`src/rtl/fetch_unit.sv`:
```
// Instruction fetch unit: PC sequencing, imem request/ack handshake, redirects and load-use stalls.
// Optional macro FETCH_MISALIGN_CHECK_EN: word-aligns redirect targets and raises a sticky misalign flag.
module fetch_unit #(
  parameter logic [31:0] RESET_PC = 32'h0000_0000
) (
  input  logic        clk_i,
  input  logic        rst_i,
  input  logic        Hazard_stall_i,
  input  logic        jump_i,
  input  logic [31:0] jump_target_i,
  input  logic        branch_i,
  input  logic [31:0] branch_target_i,
  output logic        imem_req_o,
  output logic [31:0] imem_addr_o,
  input  logic        imem_ack_i,
  input  logic [31:0] imem_data_i,
  output logic [31:0] inst_o,
  output logic [31:0] addedPC_o,
  output logic        inst_valid_o,
  output logic        fetch_stall_o,
  output logic        misalign_o
);

  typedef enum logic [1:0] {IDLE, BUSY, FLUSH} state_t;

  state_t      state_q, state_d;
  logic [31:0] pc_q, pc_d;
  logic [31:0] saved_target_q, saved_target_d;
  logic [31:0] inst_q, inst_d;
  logic [31:0] added_pc_q, added_pc_d;
  logic        inst_valid_q, inst_valid_d;

  logic        redirect;
  logic [31:0] target_raw;
  logic [31:0] target;

  assign redirect   = jump_i | branch_i;
  assign target_raw = jump_i ? jump_target_i : branch_target_i;

`ifdef FETCH_MISALIGN_CHECK_EN
  logic misalign_q;

  assign target     = {target_raw[31:2], 2'b00};
  assign misalign_o = misalign_q;

  always_ff @(posedge clk_i) begin
    if (rst_i) begin
      misalign_q <= 1'b0;
    end else if (redirect && (target_raw[1:0] != 2'b00)) begin
      misalign_q <= 1'b1;
    end
  end
`else
  assign target     = target_raw;
  assign misalign_o = 1'b0;
`endif

  always_comb begin
    state_d        = state_q;
    pc_d           = pc_q;
    saved_target_d = saved_target_q;
    inst_d         = inst_q;
    added_pc_d     = added_pc_q;
    inst_valid_d   = 1'b0;
    case (state_q)
      IDLE: begin
        if (redirect) begin
          pc_d = target;
        end else if (!Hazard_stall_i) begin
          state_d = BUSY;
        end
      end
      BUSY: begin
        if (imem_ack_i) begin
          state_d = IDLE;
          if (redirect) begin
            pc_d = target;
          end else if (!Hazard_stall_i) begin
            inst_d       = imem_data_i;
            added_pc_d   = pc_q + 32'd4;
            inst_valid_d = 1'b1;
            pc_d         = pc_q + 32'd4;
          end
        end else if (redirect) begin
          // Request must stay at the old address until memory acks it.
          saved_target_d = target;
          state_d        = FLUSH;
        end
      end
      FLUSH: begin
        if (redirect) begin
          saved_target_d = target;
        end
        if (imem_ack_i) begin
          state_d = IDLE;
          pc_d    = redirect ? target : saved_target_q;
        end
      end
      default: state_d = IDLE;
    endcase
  end

  always_ff @(posedge clk_i) begin
    if (rst_i) begin
      state_q        <= IDLE;
      pc_q           <= RESET_PC;
      saved_target_q <= RESET_PC;
      inst_q         <= 32'h0;
      added_pc_q     <= 32'h0;
      inst_valid_q   <= 1'b0;
    end else begin
      state_q        <= state_d;
      pc_q           <= pc_d;
      saved_target_q <= saved_target_d;
      inst_q         <= inst_d;
      added_pc_q     <= added_pc_d;
      inst_valid_q   <= inst_valid_d;
    end
  end

  assign imem_req_o    = (state_q == BUSY) || (state_q == FLUSH);
  assign imem_addr_o   = pc_q;
  assign inst_o        = inst_q;
  assign addedPC_o     = added_pc_q;
  assign inst_valid_o  = inst_valid_q;
  assign fetch_stall_o = ~inst_valid_q;

endmodule
```
`config.mk`:
```
export PLATFORM = sky130hd
export DESIGN_NAME = fetch_unit
export DESIGN_NICKNAME = d
export VERILOG_FILES = /design/src/rtl/fetch_unit.sv
export SDC_FILE = /design/constraint.sdc
export NUM_CORES = 1
export LEC_CHECK = 0
export ABC_AREA = 1
export BUFFER_PORTS_ARGS = -buffer_cell sky130_fd_sc_hd__buf_2
export CORE_UTILIZATION = 25
export CTS_BUF_LIST = sky130_fd_sc_hd__clkbuf_4 sky130_fd_sc_hd__clkbuf_8
export DETAILED_ROUTE_END_ITERATION = 10
export GPL_TIMING_DRIVEN = 0
export PLACE_DENSITY = 0.48
export SETUP_SLACK_MARGIN = 0.02
export SLEW_MARGIN = 10
export SYNTH_ARGS = -nofsm -noshare
export SYNTH_HDL_FRONTEND = slang
export SYNTH_SLANG_ARGS = --single-unit
```
`constraint.sdc`:
```
create_clock -name clk_i -period 2.85 [get_ports clk_i]
set_input_delay 0.1425 -clock clk_i [delete_from_list [all_inputs] [get_ports clk_i]]
set_output_delay 0.1425 -clock clk_i [all_outputs]
set_load 0.1 [all_outputs]
```
==> qor.txt, run 1 <==
Synth Register Bits: 131
Final nets: 1506
Vias in the first global route: 7609
Count of cell types in the netlist: 36
Cell leakage power: 4.937 nW
Routed wl met3: 1093 um
WP depth: 8
Via count: 7977
Main synth FF type: dfxtp_1
Max_cap viols: 0
Slowest stage cell, crit path: o21ai_2
Unrepaired setup endpoints after global routing: no
GPL Wtd Cong: 0.8681
Worst Hold Class: in2reg
Critical path launch point type: register
Crit path DAT: 2.61 ns
Pwr dens: 993.3 nW/um^2
Seq/Total Area, Yosys: 35.59%
Syn_nets: 1257
Initial Util: 25.53%
Tmin final: 2.257 ns
Gr usage total: 18.62%
TritonRoute pass-1 iters: 5
Final Hold Vio Count: 0
Cell Rows: 62
Part of the cycle the worst path needs: 79.20%
Setup-failing EPs final: 0
R2r setup slk: 0.59 ns
PortBufs: 198
Layout cells sized above 1: 20.91%
Wire per inst: 15.59 um
Setup TNS: 0 ns
Most frequent cells in the layout: 403 x nand2_1, 228 x buf_2, 131 x dfxtp_1, 107 x nor2_1, 90 x o21ai_0
EDFF count, synth: 0
Clock latency on the worst-skew pair: 0.46 ns
Clock Pin Slew Worst Setup and Hold Paths: 0.09 ns
Die Wd: 173.7 um
Most common cell after layout, fill and taps aside: nand2_1
Status: finished, final reports clean
Post-synthesis instance total: 1149
Crit path cell chain: inv_1 > ha_1 > clkbuf_1 > o21ai_2 > buf_2 > nand3_1 > o211ai_1 > inv_1
CTS tree: done
Placed cell count: 1731
Fmax: 443.1 MHz
Postcts setup bufs: 0
Most numerous cell on the critical path: inv_1
Slowest cell delay on critical path: 0.51 ns
Global-route wire length before repair: 43100 um
Worst rel slew slack: 50.53%
1st-iter DRT viols: 472
Routed Antenna Nets: 0
CP Class: reg2reg
Area leader, netlist: dfxtp_1
Top post-synthesis cells by area: dfxtp_1 36%, nand2_1 21%, o21ai_0 6.1%
Highest metal used: met4
CP startpoint: state_q[1]$_SDFFE_PP0P_
Worst endpoint required time: 3.21 ns
Slew at the pin closest to its max-slew limit: 0.7420 ns
CTS Sinks: 131
Root buffer cell: clkbuf_8
Reg-to-Reg End: saved_target_q[27]$_SDFFE_PP0P_
Post-synth top area share: 35.59%
Core area: 28860 um^2
DRC violations left: 0
Critical path endpoint category: register
R2r startpoint: state_q[1]$_SDFFE_PP0P_
Die ar.: 30160 um^2
Synthesis Warnings: 0
# diodes: 0
Worst Skew: 0.01402 ns
Wire length on met1: 13610 um
Io pins: 202
Max-slew violations: 0
Post-synth ARST share: 0%
Vias per cell: 4.444
Initial antenna violation count: 0
Syn avg cell area: 6.413 um^2
Crit path max-delay family: buffers and inverters
WL final: 27980 um
Worst r2r path cells: 8
VDD IR max: 0.4281 mV
Largest net degree at the start of global routing: 17
Clock Tree Buf Depth: 2
Detail Placement HPWL: 22290 um
Worst-path maximum fanout: 10
H-tree depth: 4
Filler cell count: 3243
Die boundary height: 173.7 um
Worst Setup EP: saved_target_q[27]$_SDFFE_PP0P_
Met2 WL post-DR: 12840 um
Final Power: 9.487 mW
Hold depth: 4
CTS Buf Count: 17
Total congestion overflow: 0
Mapped Area: 7368 um^2
Cts repair resizes: 0
Final std cells w/o fill: 1795
P&R area growth vs syn: 29.61%
Worst path bufs/invs: 4
==> cells in the mapped netlist, drive strengths merged (4+ instances only) <==
library cell	instances
ha	6
inv	93
nand3	50
o21bai	17
o211ai	40
buf	33
nand2	410
xor2	12
o22ai	4
dfxtp	131
nand3b	6
o21ai	95
a21oi	71
clkbuf	36
nor2	119
a31oi	15
==> layout make-up <==
type	count	area (um^2)	area share [%]
Multi-Input combinational cell	856	4093	42.85
Sequential cell	131	2623	27.46
Timing Repair Buffer	230	1311	13.73
Tap cell	384	480.5	5.031
Inverter	93	349.1	3.655
Buffer	69	304.0	3.184
Clock buffer	17	234.0	2.450
Clock inverter	15	156.4	1.638
==> per-stage QoR <==
stage	utilization (%)	hold slack [ns]	instance area [um^2]	worst slack (ns)
floorplan	-	0.2774	7368	0.4479
global placement	30.63	0.3661	8840	0.6605
detailed placement	30.63	0.3725	8840	0.6261
CTS	33.09	0.05191	9550	0.5893
global route	33.09	0.1040	9550	0.3900
finish	33.09	0.08534	9550	0.5929
==> kinds of logic after synthesis <==
| logic type | after synthesis | synth area share [%] |
|---|---|---|
| AND/OR/NAND/NOR | 590 | 33.18 |
| AO/OA/AOI/OAI | 244 | 19.00 |
| buffers and inverters | 162 | 8.864 |
| flip-flops | 131 | 35.59 |
| XOR/XNOR | 15 | 2.293 |
| adder cells (fa/ha/maj) | 6 | 1.019 |
| other | 1 | 0.05089 |
==> per-layer routing <==
layer	vias to the layer above	GRT usage (%)
li1	4198	-
met1	3543	25.21
met2	209	30.72
met3	27	2.544
met4	0	5.373
met5	-	0
==> where the power goes <==
part           leakage [nW]  switching (mW)  internal (mW)
registers              1.07           0.427           2.27
logic                  3.67            3.92           1.28
clock network         0.193           0.936          0.658
total                  4.94            5.28           4.21
==> worst register-to-register path: stages (launching register included) <==
cell      delay [ns]
dfxtp_1         0.40
inv_1           0.09
ha_1            0.23
clkbuf_1        0.26
o21ai_2         0.51
buf_2           0.39
nand3_1         0.12
o211ai_1        0.11
inv_1           0.05
==> sequential cells by signal, summed over array words and instances, names as in the netlist <==
register and flops:
addedPC_o 32, imem_addr_o 32, inst_o 32, saved_target_q 32
state_q 2, inst_valid_o 1
==> worst min path at each step <==
stage                              startpoint                      endpoint
after global placement        imem_data_i[11]       inst_o[11]$_SDFFE_PP0P_
after detailed placement      imem_data_i[13]       inst_o[13]$_SDFFE_PP0P_
after floorplan                imem_data_i[0]        inst_o[0]$_SDFFE_PP0P_
after global routing      branch_target_i[26]  imem_addr_o[26]$_SDFFE_PP0P_
after CTS                          imem_ack_i       state_q[1]$_SDFFE_PP0P_
final                              imem_ack_i       state_q[1]$_SDFFE_PP0P_
==> repair_timing <==
item	4_1_cts	5_1_grt
hold buffers	32	0
endpoints found under the setup margin	0	0
hold endpoints to repair	32	0
(Power assumes the default switching activity.)
==> inputs of run 2 (changes only) <==
- PLACE_DENSITY: 0.48 -> 0.5
- clock period: 2.85 -> 2 ns (I/O delays scaled with it)
==> qor.txt, run 2 (same netlist as run 1, synthesis figures left out) <==
WL final: 29320 um (+4.8%)
CP Class: reg2out
Initial antenna violation count: 0 (unchanged)
Crit path max-delay family: buffers and inverters
Cell leakage power: 5.109 nW (+3.5%)
FF+latch area: 2666 um^2 (+1.7%)
Setup-failing EPs final: 0 (unchanged)
Root buffer cell: clkbuf_8
Largest net degree at the start of global routing: 17 (unchanged)
Die boundary height: 173.7 um (unchanged)
R2r startpoint: state_q[1]$_SDFFE_PP0P_
Slowest stage cell, crit path: buf_2
Detail Placement HPWL: 22290 um (about the same)
Clock Pin Slew Worst Setup and Hold Paths: 0.09 ns (about the same)
Post-route cell area: 10030 um^2 (+5.0%)
PortBufs: 198 (unchanged)
H-tree depth: 4 (unchanged)
Unrepaired setup endpoints after global routing: no
Critical path launch point type: register
Worst endpoint required time: 1.90 ns (-1.31 ns)
Part of the cycle the worst path needs: 93.68%
Hold depth: 5 (+1)
Initial Util: 25.53% (unchanged)
Via count: 8285 (+3.9%)
Die Wd: 173.7 um (unchanged)
Placement Cell Area: 8881 um^2 (+0.47%)
Final nets: 1520 (+0.93%)
Worst r2r path cells: 12 (+4)
Worst Hold Class: in2reg
Final Hold Vio Count: 0 (unchanged)
Worst path bufs/invs: 2 (-2)
Die ar.: 30160 um^2 (unchanged)
Worst-path maximum fanout: 7 (-3)
Crit path cell chain: inv_2 > ha_2 > buf_2
P&R area growth vs syn: 36.10%
CTS Buf Count: 17 (unchanged)
Final WS setup: 0.1265 ns (-0.4665 ns)
Core area: 28860 um^2 (unchanged)
Worst Hold Launch: branch_target_i[13]
CP startpoint: state_q[0]$_SDFFE_PP0P_
Clock latency on the worst-skew pair: 0.47 ns (about the same)
Gr usage total: 19.26% (+0.64 points)
TritonRoute pass-1 iters: 6 (+1)
DP Worst Slack: -0.2879 ns (-0.9140 ns)
Routed Antenna Nets: 0 (unchanged)
Worst Skew: 0.01449 ns (+0.0004757 ns)
Clock Tree Buf Depth: 2 (unchanged)
Tmin final: 1.874 ns
Global-route wire length before repair: 44300 um (+2.8%)
Fmax: 533.7 MHz
1st-iter DRT viols: 540 (+14%)
CTS Sinks: 131 (unchanged)
WP depth: 3 (-5)
Vias in the first global route: 7858 (+3.3%)
Most common cell after layout, fill and taps aside: nand2_1
Status: finished, final reports clean
CTS tree: done
Max-slew violations: 0 (unchanged)
Filler cell count: 3223 (-0.62%)
Crit path DAT: 1.77 ns (-0.84 ns)
Pwr dens: 1472 nW/um^2 (+48%)
GPL Wtd Cong: 0.9051 (+4.3%)
DRC violations left: 0 (unchanged)
Critical path endpoint category: primary output
VDD IR max: 0.9170 mV (+110%)
Io pins: 202 (unchanged)
Layout cells sized above 1: 26.88% (+6.0 points)
Vias per cell: 4.577 (+3.0%)
Placed cell count: 1731 (unchanged)
Cell Rows: 62 (unchanged)
Slew at the pin closest to its max-slew limit: 0.7054 ns (-0.03662 ns)
Worst rel slew slack: 52.97% (+2.4 points)
Final std cells w/o fill: 1810 (+0.84%)
Multi-input gate area: 4303 um^2 (+5.1%)
Total congestion overflow: 0 (unchanged)
Wire per inst: 16.20 um (+3.9%)
Most frequent cells in the layout: 399 x nand2_1, 223 x buf_2, 102 x dfxtp_1, 100 x nor2_1, 90 x o21ai_0
Fin util: 34.75% (+1.7 points)
Slowest cell delay on critical path: 0.46 ns (-0.05 ns)
Max_cap viols: 0 (unchanged)
run 2: changes by cell type in the layout (fill, tap and decap cells not counted), moves of 11 or more:
| cell | change |
|---|---|
| clkbuf_1 | -13 |
| buf_4 | +11 |
| dfxtp_1 | -29 |
| clkbuf_2 | +13 |
| dfxtp_2 | +26 |
run 2: tightest hold or removal path: cells and delay by family:
family	cells	cell delay, ns
buffers and inverters	1	0.10
and+or+nand+nor	3	0.21
AOI/OAI and AO/OA	1	0.05
run 2: what timing repair did:
item / 4_1_cts / 5_1_grt
buffers inserted: 6 / 6
cloned: 1 / 1
hold buffers: 32 / 0
endpoints found under the hold margin: 32 / 0
endpoints found under the setup margin: 112 / 88
pin swaps: 2 / 11
resized for setup: 25 / 54
run 2: metal layers:
layer,wire [um],vias up,global-route usage [%]
met2,13930,216,32.30
met3,1613,27,4.298
met1,13310,3825,24.71
li1,-,4217,-
met4,471,0,5.336
met5,0,-,0
run 2: area by class of cell:
| cell class | instances | share of cell area, % |
|---|---|---|
| clock inverters | 13 | 1.709 |
| plain buffers | 69 | 3.668 |
| well taps | 384 | 4.791 |
| clock buffers | 19 | 2.545 |
| inverters | 93 | 3.506 |
| multi-input cells | 857 | 42.91 |
| flip-flops and latches | 131 | 26.59 |
| repair buffers | 243 | 14.26 |
| diodes | 1 | 0.02495 |
run 2: report_power, final:
| part | switching [mW] | internal, mW | leakage (nW) | total [mW] |
|---|---|---|---|---|
| Sequential | 0.632 | 3.30 | 1.08 | 3.93 |
| Combinational | 5.92 | 2.38 | 3.82 | 8.30 |
| Clock | 1.22 | 1.30 | 0.208 | 2.53 |
| Total | 7.78 | 6.98 | 5.11 | 14.8 |
run 2: stage by stage:
step	TNS (ns)	power [mW]	hold WS, ns
3_3_place_gp	-15.10	11.25	0.3219
6_report	0	14.76	0.02654
5_1_grt	0	15.65	0.03566
2_1_floorplan	0	9.317	0.2349
4_1_cts	0	14.20	0.002504
3_5_place_dp	-16.05	11.28	0.3295
run 2: path summary, 6_finish.rpt:
kind,endpoint,slack [ns]
min reg2reg,imem_addr_o[25]$_SDFFE_PP0P_,0.50
max,imem_req_o,0.13
max reg2reg,imem_addr_o[22]$_SDFFE_PP0P_,0.14
min,imem_addr_o[13]$_SDFFE_PP0P_,0.03
==> inputs of run 3 (changes only) <==
- CORE_UTILIZATION: 25 -> 55
- PLACE_DENSITY: 0.5 -> 0.87
- clock period: 2 -> 2.05 ns (I/O delays scaled with it)
==> qor.txt, run 3 (same netlist as run 1, synthesis figures left out) <==
Most frequent cells in the layout: 403 x nand2_1, 222 x buf_2, 107 x nor2_1, 105 x dfxtp_1, 90 x o21ai_0
Slew at the pin closest to its max-slew limit: 0.6972 ns (-0.008261 ns)
Failing checks: negative hold slack
Worst-path maximum fanout: 10 (+3)
VDD IR max: 1.125 mV (+23%)
Pwr dens: 1446 nW/um^2 (-1.8%)
Routed Antenna Nets: 0 (unchanged)
Fmax: 490.8 MHz
Detail Placement HPWL: 18390 um (-17%)
Worst Skew: 0.01135 ns (-0.003139 ns)
Total congestion overflow: 0 (unchanged)
Clock Tree Buf Depth: 2 (unchanged)
Slowest cell delay on critical path: 0.35 ns (-0.11 ns)
P&R area growth vs syn: 28.95%
Die ar.: 13860 um^2 (-54%)
CP Class: reg2reg
Setup-failing EPs final: 0 (unchanged)
DRC violations left: 0 (unchanged)
Vias per cell: 5.629 (+23%)
Worst endpoint required time: 2.41 ns (+0.51 ns)
Vias in the first global route: 8438 (+7.4%)
Cell Rows: 41 (-34%)
Final nets: 1514 (-0.39%)
Critical path launch point type: register
# diodes: 0 (-1)
Max-slew violations: 0 (unchanged)
Clock Pin Slew Worst Setup and Hold Paths: 0.08 ns (about the same)
Tmin final: 2.038 ns
1st-iter DRT viols: 1105 (+100%)
WL final: 26850 um (-8.4%)
Largest net degree at the start of global routing: 17 (unchanged)
Clock latency on the worst-skew pair: 0.47 ns (about the same)
Setup TNS: 0 ns (unchanged)
GPL Wtd Cong: 0.9666 (+6.8%)
Wire per inst: 16.88 um (+4.2%)
Die Wd: 117.7 um (-32%)
Initial antenna violation count: 0 (unchanged)
Layout cells sized above 1: 24.59% (-2.3 points)
Final Power: 13.74 mW (-6.9%)
Status: finished with violations
Initial Util: 57.45% (+32 points)
Final Hold Vio Count: 1 (+1)
Multi-input gate area: 4163 um^2 (-3.3%)
Unrepaired setup endpoints after global routing: yes
Slowest stage cell, crit path: dfxtp_2
Gr usage total: 38.47% (+19 points)
TritonRoute pass-1 iters: 7 (+1)
Critical path endpoint category: register
Filler cell count: 1033 (-68%)
Worst Hold Margin: -0.001562 ns (-0.02810 ns)
Max_cap viols: 0 (unchanged)
H-tree depth: 4 (unchanged)
Die boundary height: 117.7 um (-32%)
CTS tree: done
Most common cell after layout, fill and taps aside: nand2_1
CTS Sinks: 131 (unchanged)
Cell leakage power: 5.035 nW (-1.4%)
Worst Hold Class: in2reg
Global-route wire length before repair: 41970 um (-5.3%)
FF+latch area: 2655 um^2 (-0.42%)
PortBufs: 198 (unchanged)
Core area: 12820 um^2 (-56%)
Crit path DAT: 2.40 ns (+0.63 ns)
Worst rel slew slack: 53.52% (+0.55 points)
CTS Buf Count: 17 (unchanged)
Crit path cell chain: inv_1 > ha_2 > nand2_2 > nor3_4 > buf_4 > buf_4 > inv_2 > buf_2 > o21bai_1 > inv_1
Io pins: 202 (unchanged)
Part of the cycle the worst path needs: 99.39%
Root buffer cell: clkbuf_8
Via count: 8955 (+8.1%)
## run 3: changes by cell type in the layout (fill, tap and decap cells not counted), sizes merged
| cell | previous run | this run |
|---|---|---|
| buf | 243 | 237 |
| inv | 99 | 94 |
| clkinv | 1 | 4 |
| clkbuf | 56 | 58 |
| bufinv | 3 | 2 |
| clkinvlp | 3 | 4 |
| diode | 1 | 0 |
## run 3: final timing paths
check | from | to | slack [ns] | cells after the start
worst min register to register | saved_target_q[18]$_SDFFE_PP0P_ | saved_target_q[18]$_SDFFE_PP0P_ | 0.51 | 2
worst max register to register | state_q[1]$_SDFFE_PP0P_ | addedPC_o[26]$_SDFFE_PP0P_ | 0.01 | 10
worst min-delay path | branch_target_i[4] | imem_addr_o[4]$_SDFFE_PP0P_ | -0.002 | 5
worst max-delay path | state_q[1]$_SDFFE_PP0P_ | addedPC_o[26]$_SDFFE_PP0P_ | 0.01 | 10
## run 3: repair_timing
item                                    in CTS  in global routing
hold buffers                                32                  0
gates cloned                                 0                  1
endpoints found under the setup margin      54                124
setup buffers                                0                  7
hold endpoints to repair                    32                  0
gates resized for setup                     14                 29
pin swaps                                    0                  2
## run 3: routing by layer
| metal | track usage [%] | vias to the layer above | part of all wire, % |
|---|---|---|---|
| met1 | 48.12 | 4002 | 39 |
| met2 | 62.06 | 604 | 45 |
| met5 | 0 | - | 0 |
| met4 | 20.03 | 0 | 5.2 |
| li1 | - | 4221 | - |
| met3 | 8.188 | 128 | 11 |
## run 3: where the power goes
group	leakage [nW]	total [mW]	switching, mW	internal (mW)
clock	0.200	2.33	1.12	1.21
sequential	1.08	3.87	0.658	3.21
combinational	3.76	7.55	5.54	2.00
total	5.04	13.7	7.32	6.42
## run 3: area by class of cell
cell class / count / area share, %
clock buffers: 21 / 3.042
inverters: 93 / 3.700
flip-flops and latches: 131 / 27.94
plain buffers: 69 / 3.555
well taps: 172 / 2.265
multi-input cells: 857 / 43.81
repair buffers: 237 / 14.35
clock inverters: 11 / 1.330
## run 3: critical path: cells and delay by family (launching register included)
kind	cells	cell delay, ns
simple gates	2	0.26
compound gates	1	0.22
buf+inv	6	0.86
fa+ha+maj	1	0.23
flops	1	0.35
## run 3: metrics by stage
step	cell area, um^2	cells	worst slack (ns)	hold slack (ns)	util [%]
4_1_cts	9394	1583	0.02033	0.002534	73.25
3_3_place_gp	8607	1519	-0.07766	0.3223	67.11
2_1_floorplan	7401	1149	0.02626	0.2374	-
5_1_grt	9502	1591	-0.07278	0.05547	74.09
6_report	9502	1591	0.01246	-0.001562	74.09
3_5_place_dp	8607	1519	-0.1403	0.3304	67.11
